File: src/rtl/ks_pkg.sv
// Shared types, default sizes and the period clamp for the plucked-string sequencer.
package ks_pkg;

   localparam int unsigned KS_ADDR_W      = 10;
   localparam int unsigned KS_DEPTH       = 656;
   localparam int unsigned KS_MIN_PERIOD  = 2;
   localparam int unsigned KS_SUSTAIN_MAX = 48000;

   typedef enum logic [1:0] {
      ST_IDLE,
      ST_CLEAR,
      ST_EXCITE,
      ST_SUSTAIN
   } ks_state_t;

   // Limit a requested period to the range the delay line can physically hold.
   function automatic int unsigned ks_clamp_period(input int unsigned p,
                                                   input int unsigned min_p,
                                                   input int unsigned max_p);
      if (p < min_p) return min_p;
      if (p > max_p) return max_p;
      return p;
   endfunction

endpackage

File: src/rtl/ks_pluck_ctrl_if.sv
// Request/response and delay-line control bundle between a voice host and the pluck sequencer.
interface ks_pluck_ctrl_if
   import ks_pkg::*;
#(
   parameter int unsigned ADDR_W = KS_ADDR_W
);
   logic              sample_tick;
   logic              note_on;
   logic [ADDR_W-1:0] period;
   logic              note_off;
   logic              ready;
   logic              voice_active;
   logic              wr_en;
   logic [ADDR_W-1:0] wr_addr;
   logic [ADDR_W-1:0] rd_addr;
   logic              trigger;
   logic              clr;

   modport master (
      output sample_tick, note_on, period, note_off,
      input  ready, voice_active, wr_en, wr_addr, rd_addr, trigger, clr
   );

   modport slave (
      input  sample_tick, note_on, period, note_off,
      output ready, voice_active, wr_en, wr_addr, rd_addr, trigger, clr
   );
endinterface

File: src/rtl/ks_mod_counter.sv
// Enable-driven modulo counter with synchronous clear; wrap flags the last value before zero.
module ks_mod_counter #(
   parameter int unsigned W = 10
) (
   input  logic         m_clk,
   input  logic         aclr_n,
   input  logic         clr,
   input  logic         en,
   input  logic [W-1:0] modv,
   output logic [W-1:0] count,
   output logic         wrap
);

   assign wrap = (count == modv - W'(1));

   always_ff @(posedge m_clk or negedge aclr_n) begin
      if (!aclr_n) begin
         count <= '0;
      end else if (clr) begin
         count <= '0;
      end else if (en) begin
         count <= wrap ? '0 : count + W'(1);
      end
   end

endmodule

File: src/rtl/ks_pluck_ctrl.sv
// Plucked-string delay-line sequencer: clear the line, inject one lap of noise,
// then run filter feedback until release or sustain timeout.
module ks_pluck_ctrl
   import ks_pkg::*;
#(
   parameter int unsigned ADDR_W      = KS_ADDR_W,
   parameter int unsigned DEPTH       = KS_DEPTH,
   parameter int unsigned MIN_PERIOD  = KS_MIN_PERIOD,
   parameter int unsigned SUSTAIN_MAX = KS_SUSTAIN_MAX
) (
   input  logic          m_clk,
   input  logic          aclr_n,
   ks_pluck_ctrl_if.slave bus
);

   localparam int unsigned SUS_W = $clog2(SUSTAIN_MAX + 1);

   ks_state_t         state_q, state_nxt;
   logic [ADDR_W-1:0] period_q, period_nxt;
   logic              pend_off_q, pend_off_nxt;
   logic              ready_q, ready_nxt;
   logic              active_q, active_nxt;
   logic              wr_en_q, wr_en_nxt;
   logic              trigger_q, trigger_nxt;
   logic              clr_q, clr_nxt;

   logic              accept;
   logic              ptr_en, ptr_clr, ptr_wrap;
   logic [ADDR_W-1:0] ptr, ptr_mod;
   logic              sus_en, sus_clr, sus_wrap;
   logic [SUS_W-1:0]  sus_cnt;

   assign accept  = bus.note_on && (state_q == ST_IDLE || state_q == ST_SUSTAIN);
   // One pointer serves both the clear sweep and the circular write/read position.
   assign ptr_mod = (state_q == ST_CLEAR) ? ADDR_W'(DEPTH) : period_q;

   ks_mod_counter #(.W(ADDR_W)) u_ptr (
      .m_clk  (m_clk),
      .aclr_n (aclr_n),
      .clr    (ptr_clr),
      .en     (ptr_en),
      .modv   (ptr_mod),
      .count  (ptr),
      .wrap   (ptr_wrap)
   );

   ks_mod_counter #(.W(SUS_W)) u_sus (
      .m_clk  (m_clk),
      .aclr_n (aclr_n),
      .clr    (sus_clr),
      .en     (sus_en),
      .modv   (SUS_W'(SUSTAIN_MAX)),
      .count  (sus_cnt),
      .wrap   (sus_wrap)
   );

   // Sustain count is cleared on entry and retires the voice at its last value.
   always_comb begin
      if (state_q == ST_SUSTAIN) assert (sus_cnt < SUS_W'(SUSTAIN_MAX));
   end

   // Next state; the pointer only advances on real writes and freezes on release.
   always_comb begin
      state_nxt    = state_q;
      period_nxt   = period_q;
      pend_off_nxt = pend_off_q;
      ptr_en       = 1'b0;
      ptr_clr      = 1'b0;
      sus_en       = 1'b0;
      sus_clr      = 1'b0;

      unique case (state_q)
         ST_IDLE: ;
         ST_CLEAR: begin
            ptr_en = 1'b1;
            if (bus.note_off) pend_off_nxt = 1'b1;
            if (ptr_wrap)     state_nxt    = ST_EXCITE;
         end
         ST_EXCITE: begin
            if (bus.note_off) pend_off_nxt = 1'b1;
            if (wr_en_q && ptr_wrap) begin
               if (pend_off_nxt) begin
                  state_nxt = ST_IDLE;
               end else begin
                  state_nxt = ST_SUSTAIN;
                  sus_clr   = 1'b1;
                  ptr_en    = 1'b1;
               end
            end else begin
               ptr_en = wr_en_q;
            end
         end
         ST_SUSTAIN: begin
            if (bus.note_off) begin
               state_nxt = ST_IDLE;
            end else if (wr_en_q) begin
               sus_en = 1'b1;
               if (sus_wrap) state_nxt = ST_IDLE;
               else          ptr_en    = 1'b1;
            end
         end
         default: state_nxt = ST_IDLE;
      endcase

      if (accept) begin
         state_nxt    = ST_CLEAR;
         period_nxt   = ADDR_W'(ks_clamp_period(32'(bus.period), MIN_PERIOD, DEPTH));
         pend_off_nxt = 1'b0;
         ptr_clr      = 1'b1;
      end

      wr_en_nxt   = 1'b0;
      trigger_nxt = 1'b0;
      clr_nxt     = 1'b0;
      unique case (state_nxt)
         ST_CLEAR: begin
            wr_en_nxt = 1'b1;
            clr_nxt   = 1'b1;
         end
         ST_EXCITE: begin
            trigger_nxt = 1'b1;
            wr_en_nxt   = bus.sample_tick && (state_q != ST_CLEAR);
         end
         ST_SUSTAIN: wr_en_nxt = bus.sample_tick;
         default: ;
      endcase

      ready_nxt  = (state_nxt == ST_IDLE)   || (state_nxt == ST_SUSTAIN);
      active_nxt = (state_nxt == ST_EXCITE) || (state_nxt == ST_SUSTAIN);
   end

   always_ff @(posedge m_clk or negedge aclr_n) begin
      if (!aclr_n) begin
         state_q    <= ST_IDLE;
         period_q   <= ADDR_W'(MIN_PERIOD);
         pend_off_q <= 1'b0;
         ready_q    <= 1'b1;
         active_q   <= 1'b0;
         wr_en_q    <= 1'b0;
         trigger_q  <= 1'b0;
         clr_q      <= 1'b0;
      end else begin
         state_q    <= state_nxt;
         period_q   <= period_nxt;
         pend_off_q <= pend_off_nxt;
         ready_q    <= ready_nxt;
         active_q   <= active_nxt;
         wr_en_q    <= wr_en_nxt;
         trigger_q  <= trigger_nxt;
         clr_q      <= clr_nxt;
      end
   end

   assign bus.ready        = ready_q;
   assign bus.voice_active = active_q;
   assign bus.wr_en        = wr_en_q;
   assign bus.trigger      = trigger_q;
   assign bus.clr          = clr_q;
   assign bus.wr_addr      = ptr;
   assign bus.rd_addr      = ptr;

endmodule

File: src/flat_wrapper.sv
// flat-port wrapper written by rule: the top's interface ports become plain ports
module ks_pluck_ctrl_flat import ks_pkg::*;
#(
   parameter int unsigned ADDR_W      = KS_ADDR_W,
   parameter int unsigned DEPTH       = KS_DEPTH,
   parameter int unsigned MIN_PERIOD  = KS_MIN_PERIOD,
   parameter int unsigned SUSTAIN_MAX = KS_SUSTAIN_MAX
)
  (m_clk, aclr_n, bus_sample_tick, bus_note_on, bus_period, bus_note_off, bus_ready, bus_voice_active, bus_wr_en, bus_wr_addr, bus_rd_addr, bus_trigger, bus_clr);
  ks_pluck_ctrl_if #(.ADDR_W(ADDR_W)) bus_i ();
  input  logic m_clk;
  input  logic aclr_n;
  input wire logic [$bits(bus_i.sample_tick)-1:0] bus_sample_tick;
  input wire logic [$bits(bus_i.note_on)-1:0] bus_note_on;
  input wire logic [$bits(bus_i.period)-1:0] bus_period;
  input wire logic [$bits(bus_i.note_off)-1:0] bus_note_off;
  output wire logic [$bits(bus_i.ready)-1:0] bus_ready;
  output wire logic [$bits(bus_i.voice_active)-1:0] bus_voice_active;
  output wire logic [$bits(bus_i.wr_en)-1:0] bus_wr_en;
  output wire logic [$bits(bus_i.wr_addr)-1:0] bus_wr_addr;
  output wire logic [$bits(bus_i.rd_addr)-1:0] bus_rd_addr;
  output wire logic [$bits(bus_i.trigger)-1:0] bus_trigger;
  output wire logic [$bits(bus_i.clr)-1:0] bus_clr;
  assign bus_i.sample_tick = bus_sample_tick;
  assign bus_i.note_on = bus_note_on;
  assign bus_i.period = bus_period;
  assign bus_i.note_off = bus_note_off;
  assign bus_ready = bus_i.ready;
  assign bus_voice_active = bus_i.voice_active;
  assign bus_wr_en = bus_i.wr_en;
  assign bus_wr_addr = bus_i.wr_addr;
  assign bus_rd_addr = bus_i.rd_addr;
  assign bus_trigger = bus_i.trigger;
  assign bus_clr = bus_i.clr;
  ks_pluck_ctrl #(.ADDR_W(ADDR_W), .DEPTH(DEPTH), .MIN_PERIOD(MIN_PERIOD), .SUSTAIN_MAX(SUSTAIN_MAX)) u_core (.m_clk(m_clk), .aclr_n(aclr_n), .bus(bus_i));
endmodule
File: config.mk
export PLATFORM = sky130hd
export DESIGN_NAME = ks_pluck_ctrl_flat
export DESIGN_NICKNAME = d
export VERILOG_FILES = /design/src/rtl/ks_pkg.sv /design/src/rtl/ks_pluck_ctrl_if.sv /design/src/rtl/ks_mod_counter.sv /design/src/rtl/ks_pluck_ctrl.sv /design/src/flat_wrapper.sv
export SDC_FILE = /design/constraint.sdc
export NUM_CORES = 1
export LEC_CHECK = 0
export CAP_MARGIN = 20
export CORE_MARGIN = 4
export CORE_UTILIZATION = 40
export CTS_CLUSTER_SIZE = 40
export DETAILED_ROUTE_END_ITERATION = 10
export PLACE_DENSITY = 0.6
export SLEW_MARGIN = 20
export SYNTH_ARGS = -nofsm -noshare
export SYNTH_HDL_FRONTEND = slang
export SYNTH_HIERARCHICAL = 1
export SYNTH_SLANG_ARGS = --single-unit
File: constraint.sdc
create_clock -name m_clk -period 7.9 [get_ports m_clk]
set_input_delay 2.37 -clock m_clk [delete_from_list [all_inputs] [get_ports m_clk]]
set_output_delay 2.37 -clock m_clk [all_outputs]
set_load 0.03 [all_outputs]
==> results of run 1 <==
-- Yosys cell counts, types with 2 or more instances --
cell type and count:
clkbuf_1 10, and2_1 2, nand2b_1 5, nor3_1 14, nor4_1 6, conb_1 2, nand3b_1 6, o31ai_1 3
nor2_1 38, buf_2 2, or4b_1 2, a211oi_2 7, dfrtp_1 42, a31oi_1 5, and3_1 2, inv_1 18
or4_1 2, ha_1 11, or4_4 4, nor2b_1 11, nor4b_1 2, nor3_4 2, nand3_1 17, dfstp_2 2
or3_1 4, xnor2_1 32, or2_2 7, mux2i_1 3, o21ai_1 2, buf_4 10, nand4_1 9, o22ai_1 4
nand2_1 38, xor2_1 18, o21ai_0 6, a21oi_1 9, o211ai_1 3
-- metrics by stage --
step,hold WS [ns],cells
after floorplan,0.431,447
final,0.466,575
after global routing,0.501,575
after CTS,0.471,575
after detailed placement,0.451,567
after global placement,0.446,567
-- kinds of logic (layout without fill, tap and decap cells) --
family,after synthesis,in the layout,synth area share [%]
DFF,44,44,32.3
other,2,55,0.220
adders and majority gates,11,11,4.02
muxes,5,5,1.54
AOI/OAI and AO/OA,59,59,13.5
and+or+nand+nor,178,178,28.5
buffers and inverters,44,67,6.69
xor gates and xnor gates,51,51,13.3
-- where the power goes --
| group | switching [mW] | leakage (nW) | total, mW | internal (mW) |
|---|---|---|---|---|
| clock network | 0.0793 | 0.0541 | 0.173 | 0.0936 |
| logic | 0.283 | 1.08 | 0.485 | 0.202 |
| registers | 0.0507 | 0.579 | 0.329 | 0.278 |
-- routing by layer --
metal / vias to the layer above / global-route usage, %
met5: - / 0
met4: 0 / 4.25
met3: 7 / 2.35
met2: 49 / 22.1
met1: 1320 / 22.1
li1: 1471 / -
-- area by class of cell --
class,instances,area (sq um)
well taps,105,131
inverters,19,71.3
clock buffers,5,68.8
flip-flops and latches,44,1100
repair buffers,40,395
multi-input cells,359,2290
fillers,806,4160
clock inverters,3,42.5
-- final timing paths --
path	start	end	cells after the start
setup reg to reg	u_core/state_q[1]$_DFF_PN0_	u_core/bus.wr_en$_DFF_PN0_	17
min in group asynchronous	aclr_n	u_core/period_q[0]$_DFFE_PN0P_	1
max in group asynchronous	aclr_n	u_core/u_ptr/count[3]$_DFFE_PN0P_	1
hold reg to reg	u_core/period_q[5]$_DFFE_PN0P_	u_core/period_q[5]$_DFFE_PN0P_	2
setup / recovery	u_core/state_q[1]$_DFF_PN0_	u_core/bus.wr_en$_DFF_PN0_	17
hold / removal	u_core/period_q[5]$_DFFE_PN0P_	u_core/period_q[5]$_DFFE_PN0P_	2
-- sequential cells by signal, summed over array words and instances, names as in the netlist --
signal	count
u_core/u_sus/count	16
u_core/bus.wr_en	1
u_core/state_q	2
u_core/period_q	10
u_core/bus.clr	1
u_core/bus.trigger	1
u_core/u_ptr/count	10
u_core/bus.voice_active	1
u_core/bus.ready	1
u_core/pend_off_q	1
-- critical path, stage by stage (launching register included) --
cell	delay (ns)
dfrtp_1	0.46
inv_1	0.10
ha_1	0.35
or2_2	0.40
or4_4	0.51
or4_4	0.51
xnor2_2	0.14
or4_4	0.48
nor3_4	0.45
nand3_2	0.13
or4_1	0.42
a32oi_1	0.37
inv_1	0.09
ha_1	0.23
nor2b_1	0.13
o21ai_0	0.16
nand2_1	0.07
mux2_1	0.30
==> summary.txt, run 1 <==
Global routing
  • Antenna violations before repair: 0
  • Largest net degree at the start of global routing: 45
  • GRT overflow: 0
  • Vias in the first global route: 2585
  • First-pass GRT wire length: 12.3 mm
  • Total Routing Usage GR: 14.8%

Timing
  • Clock Skew: 0.00366 ns
  • Final slew viol count: 0
  • Final worst slack: 2.50 ns
  • Max Fclk: 185 MHz
  • Unrepaired setup endpoints after global routing: no
  • Final cycle utilization of the critical path: 68.3%
  • Final Hold Vio Count: 0
  • TNS Setup: 0 ns
  • Period minus WS final: 5.40 ns
  • Final setup violation count: 0
  • Slew @ Worst Pin: 0.575 ns
  • Slew HR: 61.6%

Synthesis
  • Yosys cell types: 71
  • Synthesized area per cell: 8.68 sq um
  • Gate Count Post-Synth: 394
  • Share of the synthesized area in the top cell type: 30.7%
  • Flops & latches, synth: 44
  • Asr flop ratio synth: 100%
  • Mapped Area: 3420 sq um
  • Most frequently used flop master after synthesis: dfrtp_1
  • Synth Warn #: 6
  • Cell accounting for the most synthesized area: dfrtp_1
  • Top post-synthesis cells by area: dfrtp_1 31%, xnor2_1 8.2%, xor2_1 4.6%, nand2_1 4.2%, nor2_1 4.2%
  • Seq/Total Area, Yosys: 32.3%
  • Post-synth EDFFs: 0

Detailed routing
  • Via count: 2847
  • Vias per cell: 4.95
  • DRT met1 WL: 3.73 mm
  • DRT Pass-1 Iters: 4
  • Routed Wire Length: 7.28 mm
  • Residual DRC: 0
  • Antenna Nets Post-Route: 0
  • Max layer used: met4
  • Met3 wire length: 274 um
  • Met2 WL: 3.21 mm
  • Initial DRC Count: 129
  • WL/cell: 12.7 um

Clock tree
  • Clk root buf: clkbuf_8
  • Max Root-Sink Buffers: 2
  • CTS tree: yes
  • Post-CTS sizing: 0
  • H-tree depth: 2
  • Clk Latency, worst-skew pair: 0.30 ns
  • Post-CTS setup buffer count: 0
  • Total CTS buffers: 5
  • Hold buffer count at cts: 0
  • Reg clk slew, reported paths: 0.09 ns
  • # clock sinks: 44

Die
  • Die Ht: 100 um
  • Row count: 33
  • CORE AREA: 8260 sq um
  • Initial core utilization: 41.4%
  • IO Pins: 40
  • Die area: 10100 sq um
  • Die Wd: 100 um

Worst setup path
  • CP Data Arrival Time: 5.59 ns
  • CP Capture Type: register
  • Worst-path maximum fanout: 15
  • CP startpoint kind: register
  • FF-to-FF setup slack: 2.50 ns
  • Kind of critical path: reg2reg
  • Worst Path Required: 8.09 ns

Power
  • Worst VDD drop: 0.145 mV
  • Total power: 0.986 mW
  • Cell area power density: 241 nW/um^2
  • Leakage: 1.71 nW

Cells and area
  • Layout cells sized above 1: 9.15%
  • Design Area, Final: 4100 sq um
  • Most common cell after layout, fill and taps aside: conb_1
  • Area delta synth->final: 19.9%
  • Final nets: 495
  • Core Util, Final: 49.7%
  • Most frequent cells in the layout: 55 x conb_1, 42 x dfrtp_1, 38 x clkdlybuf4s50_1, 38 x nand2_1, 38 x nor2_1
  • Diodes inserted: 0

Flow run
  • Maxcap violations: 0

Placed design
  • IO Port Bufs: 39
  • Pre-CTS WS: 2.53 ns
  • Routability cong.: 0.826
  • Post-place instance area: 3990 sq um
  • DP Wirelength: 5.59 mm

Hold path
  • Hold WC Path Type: reg2reg

Run status
  • Status: complete, no violations
Power figures use the tool's default switching activity.
==> run 2, diff against run 1 <==
clock period = 5.1 ns   (was 7.9 ns; I/O delays follow)
==> run 2 against run 1 <==
Effect of this change:
- final cell count up 0.52%
- die area unchanged
- count of clock-buffer cells in the layout up 2
- non-clock buffer count up 3
- setup slack worse by 2.2 ns
- critical path depth unchanged
- sequential power up 54%
- worst hold slack worse by 0.0014 ns
- critical endpoint unchanged
==> summary.txt, run 2 (same netlist as run 1, synthesis figures left out) <==
Cells and area
  • Area delta synth->final: 20.0%
  • Most frequent cells in the layout: 55 x conb_1, 41 x dfrtp_1, 38 x clkdlybuf4s50_1, 38 x nand2_1, 38 x nor2_1
  • Max FFs per register: 16 (unchanged)
  • Largest register by flop count: u_core/u_sus/count
  • Layout cells sized above 1: 9.73% (+0.58 points)
  • Post-Layout Cell Count: 578 (+0.52%)
  • Most common cell after layout, fill and taps aside: conb_1
  • Final nets: 498 (+0.61%)
  • FILL cells: 801 (-0.62%)
  • Diodes inserted: 0 (unchanged)
  • Largest regs: u_core/u_sus/count (16), u_core/period_q (10), u_core/u_ptr/count (10)

Worst setup path
  • Worst-path maximum fanout: 7 (-8)
  • CP Data Arrival Time: 5.01 ns (-0.58 ns)
  • Reg2reg start: u_core/state_q[1]$_DFF_PN0_
  • Worst Setup SP: u_core/state_q[1]$_DFF_PN0_
  • CP startpoint kind: register
  • Most used cell, CP: or4_4
  • Slowest cell delay on critical path: 0.51 ns (about the same)
  • Largest delay share family, worst path: simple AND/OR/NAND/NOR gates
  • FF-to-FF setup slack: 0.27 ns (-2.23 ns)
  • Slowest-stage cell, CP: or4_4
  • Kind of critical path: reg2reg
  • Worst-path cell chain: inv_1, ha_1, or2_2, or4_4, or4_4, xnor2_2, or4_4, nor3_4, nand3_2, or4_1, a32oi_1, inv_1, ha_1, nor2b_1, o21ai_0, nand2_1, mux2_1
  • WP depth: 17 (unchanged)
  • Critical Path Sink: u_core/bus.wr_en$_DFF_PN0_
  • Reg2reg path depth: 17 (unchanged)
  • Worst Path Required: 5.28 ns (-2.81 ns)
  • R2R Path End: u_core/bus.wr_en$_DFF_PN0_
  • CP Capture Type: register
  • Worst Path Buf+Inv: 2 (unchanged)

Power
  • Clock share of power: 15.2% (-2.3 points)
  • Leakage: 1.71 nW (+0.22%)
  • Flop pwr share: 33.8% (+0.5 points)
  • Switch Pwr: 0.635 mW (+54%)
  • Logic gate share of total power: 51.0% (+1.8 points)
  • Total power: 1.50 mW (+52%)
  • Cell area power density: 365 nW/um^2 (+52%)
  • Pint: 0.864 mW (+51%)
  • Sw Share: 42.4% (+0.47 points)
  • Worst VDD drop: 0.297 mV (+110%)

Clock tree
  • Reg clk slew, reported paths: 0.08 ns (about the same)
  • Max Root-Sink Buffers: 2 (unchanged)
  • Hold buffer count at cts: 0 (unchanged)
  • Post-CTS sizing: 0 (unchanged)
  • Post-CTS setup buffer count: 0 (unchanged)
  • # clock sinks: 44 (unchanged)
  • H-tree depth: 2 (unchanged)
  • CTS tree: yes
  • Clk root buf: clkbuf_8
  • Clk Latency, worst-skew pair: 0.29 ns (about the same)
  • Total CTS buffers: 5 (unchanged)

Timing
  • Slew HR: 38.5% (-23 points)
  • WHS: 0.465 ns (-0.00137 ns)
  • Max Fclk: 207 MHz (+12%)
  • Clock Skew: 0.00272 ns (-0.000935 ns)
  • Final setup violation count: 0 (unchanged)
  • Slew @ Worst Pin: 0.923 ns (+0.348 ns)
  • Final Hold Vio Count: 0 (unchanged)
  • TNS Setup: 0 ns (unchanged)
  • Final cycle utilization of the critical path: 94.6% (+26 points)
  • Period minus WS final: 4.83 ns (-0.572 ns)
  • Unrepaired setup endpoints after global routing: no
  • Final slew viol count: 0 (unchanged)

Placed design
  • DP Wirelength: 5.70 mm (+2.0%)
  • Placed instance count: 570 (+0.53%)
  • IO Port Bufs: 39 (unchanged)
  • Routability cong.: 0.873 (+5.7%)

Global routing
  • GRT overflow: 0 (unchanged)
  • Total Routing Usage GR: 15.1% (+0.27 points)
  • Antenna violations before repair: 0 (unchanged)
  • Largest net degree at the start of global routing: 45 (unchanged)
  • First-pass GRT wire length: 12.5 mm (+1.8%)
  • Vias in the first global route: 2628 (+1.7%)

Detailed routing
  • Via count: 2835 (-0.42%)
  • Vias per cell: 4.90 (-0.94%)
  • Residual DRC: 0 (unchanged)
  • Antenna Nets Post-Route: 0 (unchanged)
  • Routed Wire Length: 7.24 mm (-0.56%)
  • WL/cell: 12.5 um (-1.1%)
  • Initial DRC Count: 95 (-26%)
  • DRT Pass-1 Iters: 4 (unchanged)

Die
  • Initial core utilization: 41.4% (unchanged)
  • CORE AREA: 8260 sq um (unchanged)
  • Die Ht: 100 um (unchanged)
  • Die area: 10100 sq um (unchanged)
  • Die Wd: 100 um (unchanged)
  • Row count: 33 (unchanged)
  • IO Pins: 40 (unchanged)

Flow run
  • Maxcap violations: 0 (unchanged)

Run status
  • Status: complete, no violations

Hold path
  • Hold WC Path Type: reg2reg
[run 2: cell types whose count changed in the layout (fill, tap and decap cells not counted), sizes merged]
cell,before,now
clkinv,1,0
clkbuf,5,7
buf,2,5
bufinv,1,0
[run 2: worst reg2reg max path, stage by stage (launching register included)]
cell and delay (ns):
dfrtp_2 0.43, inv_1 0.08, ha_1 0.22, or2_2 0.35, or4_4 0.51, or4_4 0.51, xnor2_2 0.14, or4_4 0.47
nor3_4 0.23, nand3_2 0.10, or4_1 0.42, a32oi_1 0.24, inv_1 0.08, ha_1 0.22, nor2b_1 0.13, o21ai_0 0.19
nand2_1 0.09, mux2_1 0.31
[run 2: layout make-up]
class	count	area, sq um	area share (%)
tap	105	131	3.20
clock buffer	7	86.3	2.10
clock inverter	1	7.51	0.183
sequential	44	1100	26.9
multi-input combinational	359	2290	55.7
timing repair buffer	43	418	10.2
inverter	19	71.3	1.74
[run 2: worst min path at each step]
stage,start,endpoint,slack (ns),depth (start not counted)
6_report,u_core/period_q[5]$_DFFE_PN0P_,u_core/period_q[5]$_DFFE_PN0P_,0.47,2
5_1_grt,u_core/period_q[8]$_DFFE_PN0P_,u_core/period_q[8]$_DFFE_PN0P_,0.49,2
4_1_cts,u_core/period_q[5]$_DFFE_PN0P_,u_core/period_q[5]$_DFFE_PN0P_,0.47,2
3_5_place_dp,u_core/period_q[5]$_DFFE_PN0P_,u_core/period_q[5]$_DFFE_PN0P_,0.45,2
3_3_place_gp,u_core/period_q[6]$_DFFE_PN0P_,u_core/period_q[6]$_DFFE_PN0P_,0.44,2
2_1_floorplan,u_core/period_q[2]$_DFFE_PN0P_,u_core/period_q[2]$_DFFE_PN0P_,0.43,2
[run 2: power by group through the flow]
| stage | Clock (mW) | Sequential (mW) | Combinational (mW) |
|---|---|---|---|
| 2_1_floorplan | 0 | 0.549 | 0.535 |
| 3_3_place_gp | 0 | 0.515 | 0.760 |
| 3_5_place_dp | 0 | 0.515 | 0.764 |
| 4_1_cts | 0.237 | 0.508 | 0.770 |
| 5_1_grt | 0.253 | 0.522 | 0.845 |
| 6_report | 0.228 | 0.506 | 0.764 |
[run 2: layer usage]
| metal | vias to the layer above | track usage, % | part of all wire (%) |
|---|---|---|---|
| met5 | - | 0 | 0 |
| met4 | 0 | 3.52 | 1.0 |
| met3 | 7 | 2.84 | 4.3 |
| met2 | 49 | 23.0 | 45 |
| met1 | 1310 | 22.1 | 50 |
| li1 | 1469 | - | - |
[run 2: through the flow]
stage	util (%)	setup slack, ns	area (sq um)
after floorplan	-	0.0772	3620
after CTS	49.7	0.198	4100
final	49.7	0.273	4110
after global placement	48.5	0.420	4010
after detailed placement	48.5	0.224	4010
after global routing	49.7	0.0344	4110
==> run 3, diff against run 2 <==
CORE_UTILIZATION = 35   (was 40)
PLACE_DENSITY = 0.61   (was 0.6)
==> run 3 against run 2 <==
Effect of this change:
- worst hold slack better by 0.0020 ns
- core utilization decreased by 5.7 points
- clock power decreased by 4%
- die area rose by 13%
- fmax up 0.84%
- critical path depth is the same
==> summary.txt, run 3 (same netlist as run 1, synthesis figures left out) <==
Run status
  • Status: complete, no violations

Global routing
  • Total Routing Usage GR: 14.2% (-0.86 points)
  • Antenna violations before repair: 0 (unchanged)
  • Largest net degree at the start of global routing: 45 (unchanged)
  • Vias in the first global route: 2821 (+7.3%)
  • GRT overflow: 0 (unchanged)
  • First-pass GRT wire length: 13.4 mm (+7.3%)

Cells and area
  • Largest register by flop count: u_core/u_sus/count
  • Area delta synth->final: 20.7%
  • Diodes inserted: 0 (unchanged)
  • Most common cell after layout, fill and taps aside: conb_1
  • FILL cells: 965 (+20%)
  • Final nets: 498 (unchanged)
  • Design Area, Final: 4130 sq um (+0.58%)
  • Max FFs per register: 16 (unchanged)
  • Largest regs: u_core/u_sus/count (16), u_core/period_q (10), u_core/u_ptr/count (10)
  • Layout cells sized above 1: 9.94% (+0.21 points)
  • Most frequent cells in the layout: 55 x conb_1, 41 x dfrtp_1, 38 x clkdlybuf4s50_1, 38 x nand2_1, 38 x nor2_1

Hold path
  • HP Start: u_core/period_q[6]$_DFFE_PN0P_
  • Hold depth: 2 (unchanged)
  • Hold WC Path Type: reg2reg
  • Hold worst-path end: u_core/period_q[6]$_DFFE_PN0P_

Placed design
  • IO Port Bufs: 39 (unchanged)
  • Routability cong.: 0.899 (+3.0%)
  • DP Wirelength: 5.87 mm (+3.0%)
  • Post-place instance area: 4040 sq um (+0.75%)

Flow run
  • Maxcap violations: 0 (unchanged)

Worst setup path
  • Most used cell, CP: or4_4
  • FF-to-FF setup slack: 0.31 ns (+0.04 ns)
  • Slowest-stage cell, CP: or4_4
  • CP Capture Type: register
  • Worst-path maximum fanout: 7 (unchanged)
  • Reg2reg path depth: 17 (unchanged)
  • CP Data Arrival Time: 4.98 ns (-0.03 ns)
  • Slowest cell delay on critical path: 0.52 ns (about the same)
  • Kind of critical path: reg2reg
  • Worst Path Required: 5.29 ns (about the same)
  • CP startpoint kind: register
  • R2R Path End: u_core/bus.wr_en$_DFF_PN0_
  • Largest delay share family, worst path: simple AND/OR/NAND/NOR gates
  • Worst-path cell chain: inv_1, ha_1, or2_2, or4_4, or4_4, xnor2_2, or4_4, nor3_4, nand3_2, or4_1, a32oi_1, inv_1, ha_1, nor2b_1, o21ai_0, nand2_1, mux2_1
  • Reg2reg start: u_core/state_q[1]$_DFF_PN0_
  • Worst Path Buf+Inv: 2 (unchanged)

Timing
  • Max Fclk: 209 MHz (+0.84%)
  • Unrepaired setup endpoints after global routing: no
  • Final Hold Vio Count: 0 (unchanged)
  • Period minus WS final: 4.79 ns (-0.0405 ns)
  • Final setup violation count: 0 (unchanged)
  • Final cycle utilization of the critical path: 93.9% (-0.79 points)
  • Clock Skew: 0.00180 ns (-0.000924 ns)
  • Slew @ Worst Pin: 0.772 ns (-0.151 ns)
  • Final slew viol count: 0 (unchanged)
  • TNS Setup: 0 ns (unchanged)
  • Slew HR: 48.5% (+10 points)

Detailed routing
  • Antenna Nets Post-Route: 0 (unchanged)
  • Vias per cell: 4.83 (-1.6%)
  • DRT Pass-1 Iters: 4 (unchanged)
  • Via count: 2906 (+2.5%)
  • Routed Wire Length: 7.57 mm (+4.6%)
  • WL/cell: 12.6 um (+0.39%)
  • Initial DRC Count: 95 (unchanged)
  • Residual DRC: 0 (unchanged)

Clock tree
  • Post-CTS setup buffer count: 0 (unchanged)
  • Total CTS buffers: 5 (unchanged)
  • H-tree depth: 2 (unchanged)
  • CTS tree: yes
  • Max Root-Sink Buffers: 2 (unchanged)
  • # clock sinks: 44 (unchanged)
  • Clk root buf: clkbuf_8
  • Reg clk slew, reported paths: 0.08 ns (about the same)
  • Clk Latency, worst-skew pair: 0.30 ns (about the same)

Die
  • Die Wd: 107 um (+6.4%)
  • CORE AREA: 9370 sq um (+13%)
  • Die area: 11400 sq um (+13%)
  • Die Ht: 107 um (+6.4%)
  • IO Pins: 40 (unchanged)
  • Initial core utilization: 36.5% (-4.9 points)
  • Row count: 35 (+6.1%)

Power
  • Clock share of power: 14.7% (-0.5 points)
  • Leakage: 1.72 nW (+0.20%)
  • Worst VDD drop: 0.224 mV (-25%)
  • Sw Share: 43.4% (+1.0 points)
  • Pint: 0.849 mW (-1.7%)
  • Logic gate share of total power: 51.5% (+0.5 points)
  • Switch Pwr: 0.651 mW (+2.4%)
  • Cell area power density: 363 nW/um^2 (-0.51%)
  • Flop pwr share: 33.9% (about the same)
## run 3: cell types whose count changed in the layout (fill, tap and decap cells not counted), sizes merged
cell	before	now
clkinvlp	1	0
clkinv	0	3
clkbuf	7	5
## run 3: power by group through the flow
stage               combinational (mW)  clock (mW)  sequential, mW
finish                           0.772       0.220           0.508
floorplan                        0.535           0           0.549
detailed placement               0.768           0           0.514
global placement                 0.758           0           0.515
global route                     0.850       0.248           0.523
CTS                              0.772       0.228           0.508
## run 3: worst max-delay path by stage
stage,to,slack (ns),start,cells after the start
final,u_core/bus.wr_en$_DFF_PN0_,0.31,u_core/state_q[1]$_DFF_PN0_,17
after global routing,u_core/bus.wr_en$_DFF_PN0_,0.05,u_core/state_q[1]$_DFF_PN0_,17
after CTS,u_core/bus.wr_en$_DFF_PN0_,0.23,u_core/state_q[1]$_DFF_PN0_,17
after detailed placement,u_core/bus.wr_en$_DFF_PN0_,0.27,u_core/state_q[1]$_DFF_PN0_,17
after global placement,u_core/bus.wr_en$_DFF_PN0_,0.43,u_core/state_q[1]$_DFF_PN0_,17
after floorplan,u_core/bus.wr_en$_DFF_PN0_,0.08,u_core/state_q[1]$_DFF_PN0_,18
## run 3: through the flow
stage                     util, %  power (mW)  setup WS (ns)  std cells  hold WS [ns]
after global routing         44.1        1.62         0.0455        602         0.515
after detailed placement     43.1        1.28          0.272        594         0.449
after floorplan                 -        1.08         0.0772        447         0.431
final                        44.1        1.50          0.314        602         0.467
after global placement       43.1        1.27          0.427        594         0.445
after CTS                    44.0        1.51          0.233        602         0.469
## run 3: timing repair
| item | in CTS | in global routing |
|---|---|---|
| hold buffers | 0 | 0 |
| resized for setup | 0 | 1 |
| endpoints found under the setup margin | 0 | 1 |
## run 3: cell type report
type / count / area [sq um] / share of cell area [%]
inverter: 19 / 71.3 / 1.73
timing repair buffer: 43 / 418 / 10.1
multi-input combinational: 359 / 2290 / 55.4
clock inverter: 3 / 18.8 / 0.454
clock buffer: 5 / 68.8 / 1.67
sequential: 44 / 1100 / 26.7
tap: 129 / 161 / 3.91
## run 3: metal layers
metal | vias to the layer above | part of all wire, % | global-route usage, %
li1 | 1483 | - | -
met1 | 1347 | 48 | 19.4
met2 | 61 | 46 | 22.9
met3 | 15 | 4.7 | 2.47
met4 | 0 | 1.9 | 4.75
met5 | - | 0 | 0
## run 3: worst min-delay path, stage by stage, from the launching register on
cell     delay (ns)
dfrtp_1        0.34
nand2_1        0.05
nand2_1        0.05
